**src/rtl/riscv_ifetch_pkg.sv**
```systemverilog
// Shared types and constants for the instruction prefetch unit and its FIFO.
// Also holds the build-time defaults for FIFO depth and reset PC.
package riscv_ifetch_pkg;

    localparam int unsigned IF_DEPTH_DEFAULT   = 4;
    localparam logic [31:0] IF_RESETPC_DEFAULT = 32'h0000_0000;

    localparam logic [1:0] ST_IDLE  = 2'd0;
    localparam logic [1:0] ST_REQ   = 2'd1;
    localparam logic [1:0] ST_DROPW = 2'd2;

    typedef struct packed {
        logic [31:0] pc;
        logic [31:0] inst;
    } ifq_entry_t;

    function automatic logic [31:0] pc_next(input logic [31:0] pc);
        return pc + 32'd4;
    endfunction

endpackage

```
**src/rtl/riscv_ififo.sv**
```systemverilog
// 64-bit wide synchronous FIFO holding {PC, instruction} pairs.
// Flush empties the FIFO and has priority over push and pop.
module riscv_ififo
    import riscv_ifetch_pkg::*;
#(
    parameter int unsigned DEPTH = IF_DEPTH_DEFAULT,
    localparam int unsigned AW   = $clog2(DEPTH)
) (
    input  logic       clk,
    input  logic       rst,
    input  logic       push,
    input  ifq_entry_t push_data,
    input  logic       pop,
    input  logic       flush,
    output logic [AW:0] count,
    output ifq_entry_t head
);

    ifq_entry_t      mem_q [DEPTH];
    ifq_entry_t      mem_d [DEPTH];
    logic [AW-1:0]   wr_ptr_q, wr_ptr_d;
    logic [AW-1:0]   rd_ptr_q, rd_ptr_d;
    logic [AW:0]     count_q, count_d;
    logic            do_push;
    logic            do_pop;

    always_comb begin
        do_push = push && !flush;
        do_pop  = pop && !flush && (count_q != '0);

        mem_d    = mem_q;
        wr_ptr_d = wr_ptr_q;
        rd_ptr_d = rd_ptr_q;
        count_d  = count_q;

        if (flush) begin
            wr_ptr_d = '0;
            rd_ptr_d = '0;
            count_d  = '0;
        end else begin
            if (do_push) begin
                mem_d[wr_ptr_q] = push_data;
                wr_ptr_d        = wr_ptr_q + 1'b1;
            end
            if (do_pop) begin
                rd_ptr_d = rd_ptr_q + 1'b1;
            end
            if (do_push && !do_pop) begin
                count_d = count_q + 1'b1;
            end else if (!do_push && do_pop) begin
                count_d = count_q - 1'b1;
            end
        end
    end

    always_ff @(posedge clk or posedge rst) begin
        if (rst) begin
            for (int unsigned i = 0; i < DEPTH; i++) begin
                mem_q[i] <= '0;
            end
            wr_ptr_q <= '0;
            rd_ptr_q <= '0;
            count_q  <= '0;
        end else begin
            mem_q    <= mem_d;
            wr_ptr_q <= wr_ptr_d;
            rd_ptr_q <= rd_ptr_d;
            count_q  <= count_d;
        end
    end

    assign count = count_q;
    assign head  = mem_q[rd_ptr_q];

endmodule

```
**src/rtl/riscv_ifetch.sv**
```systemverilog
// Instruction prefetch unit: issues sequential word fetches to the BRAM
// instruction port, queues {PC, word} and drops stale responses on redirect.
module riscv_ifetch
    import riscv_ifetch_pkg::*;
#(
    parameter int unsigned DEPTH   = IF_DEPTH_DEFAULT,
    parameter logic [31:0] RESETPC = IF_RESETPC_DEFAULT
) (
    input  logic        CLK,
    input  logic        RES,
    input  logic        HLT,
    input  logic        FLUSH,
    input  logic [31:0] FPC,
    input  logic        IPOP,
    output logic        IRDY,
    output logic [31:0] IPC,
    output logic [31:0] IINST,
    output logic        IDREQ,
    output logic [31:0] IADDR,
    input  logic [31:0] IDATA,
    input  logic        IDACK
);

    localparam int unsigned AW   = $clog2(DEPTH);
    localparam logic [AW:0] FULL = (AW + 1)'(DEPTH);

    logic [1:0]  state_q, state_d;
    logic [31:0] npc_q, npc_d;
    logic [31:0] addr_q, addr_d;
    logic        req_q, req_d;

    logic [AW:0] count;
    logic [AW:0] count_after;
    ifq_entry_t  head;
    ifq_entry_t  push_data;
    logic        push;
    logic        pop;
    logic        issue_now;
    logic        issue_after;

    riscv_ififo #(
        .DEPTH(DEPTH)
    ) u_fifo (
        .clk      (CLK),
        .rst      (RES),
        .push     (push),
        .push_data(push_data),
        .pop      (pop),
        .flush    (FLUSH),
        .count    (count),
        .head     (head)
    );

    always_comb begin
        push      = (state_q == ST_REQ) && IDACK && !FLUSH;
        pop       = IPOP && IRDY && !FLUSH;
        push_data = '{pc: npc_q, inst: IDATA};

        count_after = count;
        if (push && !pop) begin
            count_after = count + 1'b1;
        end else if (!push && pop) begin
            count_after = count - 1'b1;
        end

        issue_now   = !HLT && (count < FULL);
        issue_after = !HLT && (count_after < FULL);

        state_d = state_q;
        npc_d   = npc_q;
        addr_d  = addr_q;
        req_d   = req_q;

        if (FLUSH) begin
            npc_d = FPC;
            // An unacked request cannot be withdrawn: keep it on the bus and
            // wait out its response; otherwise the target can go out at once.
            if (state_q == ST_REQ && !IDACK) begin
                state_d = ST_DROPW;
            end else if (state_q == ST_DROPW && !IDACK) begin
                state_d = ST_DROPW;
            end else if (!HLT) begin
                state_d = ST_REQ;
                req_d   = 1'b1;
                addr_d  = FPC;
            end else begin
                state_d = ST_IDLE;
                req_d   = 1'b0;
            end
        end else begin
            case (state_q)
                ST_IDLE: begin
                    if (issue_now) begin
                        state_d = ST_REQ;
                        req_d   = 1'b1;
                        addr_d  = npc_q;
                    end
                end
                ST_REQ: begin
                    if (IDACK) begin
                        npc_d = pc_next(npc_q);
                        if (issue_after) begin
                            req_d  = 1'b1;
                            addr_d = pc_next(npc_q);
                        end else begin
                            state_d = ST_IDLE;
                            req_d   = 1'b0;
                        end
                    end
                end
                ST_DROPW: begin
                    if (IDACK) begin
                        state_d = ST_IDLE;
                        req_d   = 1'b0;
                    end
                end
                default: begin
                    state_d = ST_IDLE;
                    req_d   = 1'b0;
                end
            endcase
        end
    end

    always_ff @(posedge CLK or posedge RES) begin
        if (RES) begin
            state_q <= ST_IDLE;
            npc_q   <= RESETPC;
            addr_q  <= RESETPC;
            req_q   <= 1'b0;
        end else begin
            state_q <= state_d;
            npc_q   <= npc_d;
            addr_q  <= addr_d;
            req_q   <= req_d;
        end
    end

    assign IRDY  = (count != '0);
    assign IPC   = head.pc;
    assign IINST = head.inst;
    assign IDREQ = req_q;
    assign IADDR = addr_q;

endmodule

```
**config.mk**
```make
export PLATFORM = sky130hd
export DESIGN_NAME = riscv_ifetch
export DESIGN_NICKNAME = d
export VERILOG_FILES = /design/src/rtl/riscv_ifetch_pkg.sv /design/src/rtl/riscv_ififo.sv /design/src/rtl/riscv_ifetch.sv
export SDC_FILE = /design/constraint.sdc
export NUM_CORES = 1
export LEC_CHECK = 0
export ABC_AREA = 1
export BUFFER_PORTS_ARGS = -buffer_cell sky130_fd_sc_hd__buf_2
export CAP_MARGIN = 20
export CORE_ASPECT_RATIO = 0.75
export CORE_MARGIN = 3
export CORE_UTILIZATION = 53
export CTS_CLUSTER_DIAMETER = 30
export DETAILED_ROUTE_END_ITERATION = 7
export PLACE_DENSITY = 0.77
export SKIP_LAST_GASP = 1
export SLEW_MARGIN = 0
export SYNTH_ARGS = -nofsm -noshare
export SYNTH_HDL_FRONTEND = slang
export SYNTH_SLANG_ARGS = --single-unit
```
**constraint.sdc**
```tcl
create_clock -name CLK -period 9.71 [get_ports CLK]
set_input_delay 1.4565 -clock CLK [delete_from_list [all_inputs] [get_ports CLK]]
set_output_delay 1.4565 -clock CLK [all_outputs]
set_load 0.005 [all_outputs]
```
; Yosys cells after proc, flatten, opt, wreduce, memory -nomap -nowiden
; Index checks and enable logic that the tools add are counted.
[totals]
reg_bits = 330
latch_bits = 0
ram_bits = 0
mem_bits_ro = 0
inputBits = 70
output_inout_bits = 98
wordCells = 118
memories = 0
[op_classes]
n_addsub = 5
n_mul = 0
div = 0
n_lt_le_gt_ge = 5
eq_ne = 10
shift = 0
n_mux = 44
n_bitwise = 3
reduce_logical = 36
[ops]
columns = operator, count
row1 = two-way mux 32 bit, 10
row2 = bitwise mux 256 bit, 1
row3 = two-way mux 64 bit, 3
row4 = binary-select mux 64 bit (select 2 bit), 1
row5 = demux 64 bit (select 2 bit), 1
row6 = one-hot mux 32 bit (2 select lines), 1
row7 = adder 32 x 3 -> 32 bit (second input constant), 1
row8 = two-way mux 2 bit, 11
row9 = logical AND 1 bit, 16
row10 = two-way mux 3 bit, 5
row11 = inequality test 3 bit (second input constant), 5
row12 = two-way mux 1 bit, 9
row13 = nonzero test 3 bit, 3
row14 = nonzero test 2 bit, 4
row15 = logical NOT 1 bit, 7
row16 = AND reduction 7 bit, 1
row17 = >= comparator 3 bit (second input constant), 2
row18 = less-than comparator 3 bit (second input constant), 2
row19 = inequality test 2 bit (second input constant), 3
row20 = inverter 2 -> 3 bit, 2
row21 = one-hot mux 2 bit (3 select lines), 1
row22 = AND reduction 5 bit, 1
row23 = adder 2 x 1 -> 2 bit (second input constant), 2
row24 = AND reduction 2 bit, 2
row25 = other kinds (9), 9

; Logic depth before layout (Yosys ltp)
[logic_depth]
ltp_word = 13
mapped_depth = 14
depth_no_buf = 13

; By module
; From an unflattened synthesis, not the netlist that was laid out.
[hier_totals]
cells_unflattened = 1986
area_unflattened_um2 = 15721.3
[modules_own_cells]
columns = module, instances, cells_each, area_per_inst_um2, seq_area_each_um2
row1 = riscv_ififo, 1, 1307, 11347.1, 6581.3
row2 = riscv_ifetch, 1, 679, 4374.2, 1676.6

; Least setup slack after synthesis
; Ideal clock, no wire load.
[synth_path]
path_type = register to output
start = register u_fifo.rd_ptr_q[0]
end = output IPC[11]
arrival_time_ps = 1349
required_ps = 8253
setup_slack_ps = 6905
path_stages_with_launch = 6
n_path_buf = 3
cell_sequence = dfrtp_1 -> clkbuf_1 -> clkbuf_1 -> clkbuf_1 -> nor2_1 -> o22ai_1
[synth_between]
elab_chain_len = 4
[synth_lines]
columns = element, line
row1 = start: declaration, riscv_ififo.sv:22  ; logic [AW-1:0] rd_ptr_q, rd_ptr_d;
row2 = start signal: assignment, riscv_ififo.sv:67  ; rd_ptr_q <= rd_ptr_d;
row3 = inverter 2 -> 3 bit (not written as such), riscv_ififo.sv:73  ; assign head = mem_q[rd_ptr_q];
row4 = binary-select mux 64 bit (select 2 bit), riscv_ififo.sv:73
row5 = two-way mux 64 bit (not written as such) (2 in series), riscv_ififo.sv:73
row6 = end: declaration, riscv_ifetch.sv:16  ; output logic [31:0] IPC,
; No other way between the ends. The select of a mux whose other input is x is not followed.

; Worst setup path in the final report
[layout_path]
start = register u_fifo.rd_ptr_q[0]
end = output IPC[19]
; The elaborated chain is that of the path after synthesis.

==> flow_metrics.py <==
metrics = {
    "status": {
        "status": "complete, no violations",
    },
    "timing": {
        "hold_viol_final": 0,
        "fin_setup_tns_ns": 0,
        "finalSetupViolCount": 0,
        "drv_slew": 0,
        "rsz0062_at_grt": "false",
        "relSlewSlack": 0.367,
        "max_freq_ghz": 0.208,
        "period_needed_ns": 4.80,
        "skew_ns": 0.0125,
        "fin_crit_sh": 0.495,
        "worstMarginPinSlew_ns": 0.949,
        "holdWs_ns": 0.463,
    },
    "place": {
        "gp_congestion": 1.02,
        "place_hpwl_um": 25400,
        "dpl_cell_area_sq_um": 16300,
        "portBuffers": 167,
    },
    "layout": {
        "area_growth_pct": 19.8,
        "fin_area_sq_um": 18400,
        "final_util": 0.651,
        "nNetsFinal": 2096,
        "final_layout_size_suffix_gt1_frac": 0.150,
        "multi_input_area_sq_um": 6180,
        "fillCellCount": 2367,
        "area.sequential_sq_um": 8260,
        "n_antenna_cell": 0,
    },
    "flow_run": {
        "cap_violations": 0,
    },
    "yosys": {
        "synthTopCellsByArea": "dfrtp_1 54%, o21ai_0 14%, nand2_1 13%",
        "synth_top_area_frac": 0.538,
        "synth_ff_type": "dfrtp_1",
        "syn_nets": 1979,
        "ys_seq_elements": 330,
        "syn-cell-area_sq_um": 15300,
        "synthDistinctLibCells": 31,
        "synth_commonest_cells": "523 x nand2_1, 419 x o21ai_0, 330 x dfrtp_1, 187 x nor2_1, 109 x clkbuf_1",
        "synth_edf_count": 0,
        "synthArstFlopShare": 1.00,
        "yosysWarningCount": 0,
        "synthMostInstantiatedCell": "nand2_1",
        "syn_inst": 1901,
        "yosysTopAreaCell": "dfrtp_1",
        "yosysSeqAreaShare": 0.538,
        "synth.avg_cell_area_sq_um": 8.07,
    },
    "floorplan": {
        "die_h_um": 153,
        "start_util": 0.543,
        "ios": 168,
        "die-width_um": 202,
        "core_area_sq_um": 28200,
        "dieArea_sq_um": 31000,
        "row_count": 53,
    },
    "grt": {
        "grt_util_all_layers": 0.270,
        "overflow": 0,
        "grt_max_degree": 96,
        "grt_antenna_before_repair": 1,
        "grt_pass1_wl_um": 68900,
        "first_global_vias": 13400,
    },
    "route": {
        "finalWirelength_um": 42300,
        "drt_pre_antenna_iters": 5,
        "drtAntennaViolNets": 0,
        "via_count": 13900,
        "drt_iter0_drc": 1433,
        "routed_via_density": 5.65,
        "route.detailed.drc": 0,
        "wire_per_inst_um": 17.3,
    },
    "setup_path": {
        "cp_data_required_time_ns": 8.25,
        "crit_arrival_ns": 3.35,
        "worstSetupEndpointType": "output port",
        "worst-path-max-fanout": 76,
        "cp-start-kind": "flop",
        "path_class": "flop to output port",
    },
    "pwr": {
        "power_leakage_uw": 0.00909,
        "power.density_nw_per_um2": 313,
        "p_total_uw": 5760,
        "ir_drop_uv": 152,
    },
    "worst_hold_path": {
        "hp-class": "flop to flop",
    },
    "cts": {
        "clock_latency_ns": 0.58,
        "cts_buffers": 56,
        "cts_setup_buffers": 0,
        "cts_resized": 0,
        "clk_path_buf_depth": 3,
        "cts_hold_buffers": 0,
        "cts_tree": "done",
        "cts_num_sinks": 330,
        "clock-root-buffer": "clkbuf_16",
        "htreeDepth": 2,
        "clkTransAtPathRegs_ns": 0.05,
    },
}
per-stage QoR:
stage               setup WS (ns)  instances
finish                       4.91       2451
global route                 4.73       2451
CTS                          4.96       2449
detailed placement           4.99       2343
global placement             5.09       2343
floorplan                    3.85       1901
critical path, cell delays in order (launching register included):
cell and delay [ns]:
dfrtp_4 0.66, clkinv_2 0.63, buf_4 0.76, o21ai_0 0.18
o22ai_1 0.31, buf_2 0.18
sequential cells by signal (all words and copies together), names as in the netlist:
register	flops
IADDR	32
u_fifo.mem_q	256
u_fifo.wr_ptr_q	2
npc_q	32
u_fifo.rd_ptr_q	2
u_fifo.count	3
state_q	2
IDREQ	1
per-layer routing:
layer	GRT usage	part of all wire	vias up	routed length, um
li1	-	-	6557	-
met1	0.387	0.44	6660	18700
met2	0.421	0.46	554	19400
met3	0.0524	0.076	80	3220
met4	0.0818	0.023	2	979
met5	0	0.00031	-	13
cell families after synthesis:
group	Yosys count	synth area share
buffers and inverters	238	0.0605
AND/OR/NAND/NOR	785	0.203
XOR/XNOR	13	0.00742
adder cells (fa/ha/maj)	8	0.00653
flip-flops	330	0.538
AO/OA/AOI/OAI	527	0.184
cell usage in the layout, fill, tap and decap left out, types with 4 or more instances in the layout:
cell type	count
nand2_1	519
bufinv_16	9
clkinv_4	4
inv_6	11
dfrtp_1	328
o22ai_1	64
clkbuf_16	57
inv_2	5
o221ai_1	18
o21ai_0	419
nand4_1	32
clkinvlp_4	12
buf_2	167
inv_1	104
nand2_2	4
clkinv_2	7
a31oi_1	9
xor2_1	12
o211ai_1	8
nor2_1	186
buf_4	16
nand3_1	34
ha_1	8
nand2_4	4
final cells by class:
class                      count  area share
timing repair buffer         185      0.0550
sequential                   330       0.450
clock buffer                  63      0.0805
clock inverter                43      0.0292
inverter                     112      0.0231
multi-input combinational   1333       0.336
tap                          385      0.0262
power by group:
group          internal, uW  switching (uW)
registers              1830             278
clock network          1350             735
logic                   583             981
total                  3770            1990
final timing paths:
kind,from,endpoint,slack (ns),depth (start not counted)
max,u_fifo.rd_ptr_q[0]$_DFFE_PP0P_,IPC[19],4.91,5
min,IADDR[4]$_DFFE_PP0P_,IADDR[4]$_DFFE_PP0P_,0.46,2
max reg2reg,state_q[1]$_DFFE_PP0P_,IADDR[11]$_DFFE_PP0P_,6.60,12
min reg2reg,IADDR[4]$_DFFE_PP0P_,IADDR[4]$_DFFE_PP0P_,0.46,2
max in group asynchronous,RES,IADDR[8]$_DFFE_PP0P_,6.84,5
min in group asynchronous,RES,u_fifo.mem_q[193]$_DFFE_PP0P_,0.92,2
Power figures use the tool's default switching activity.
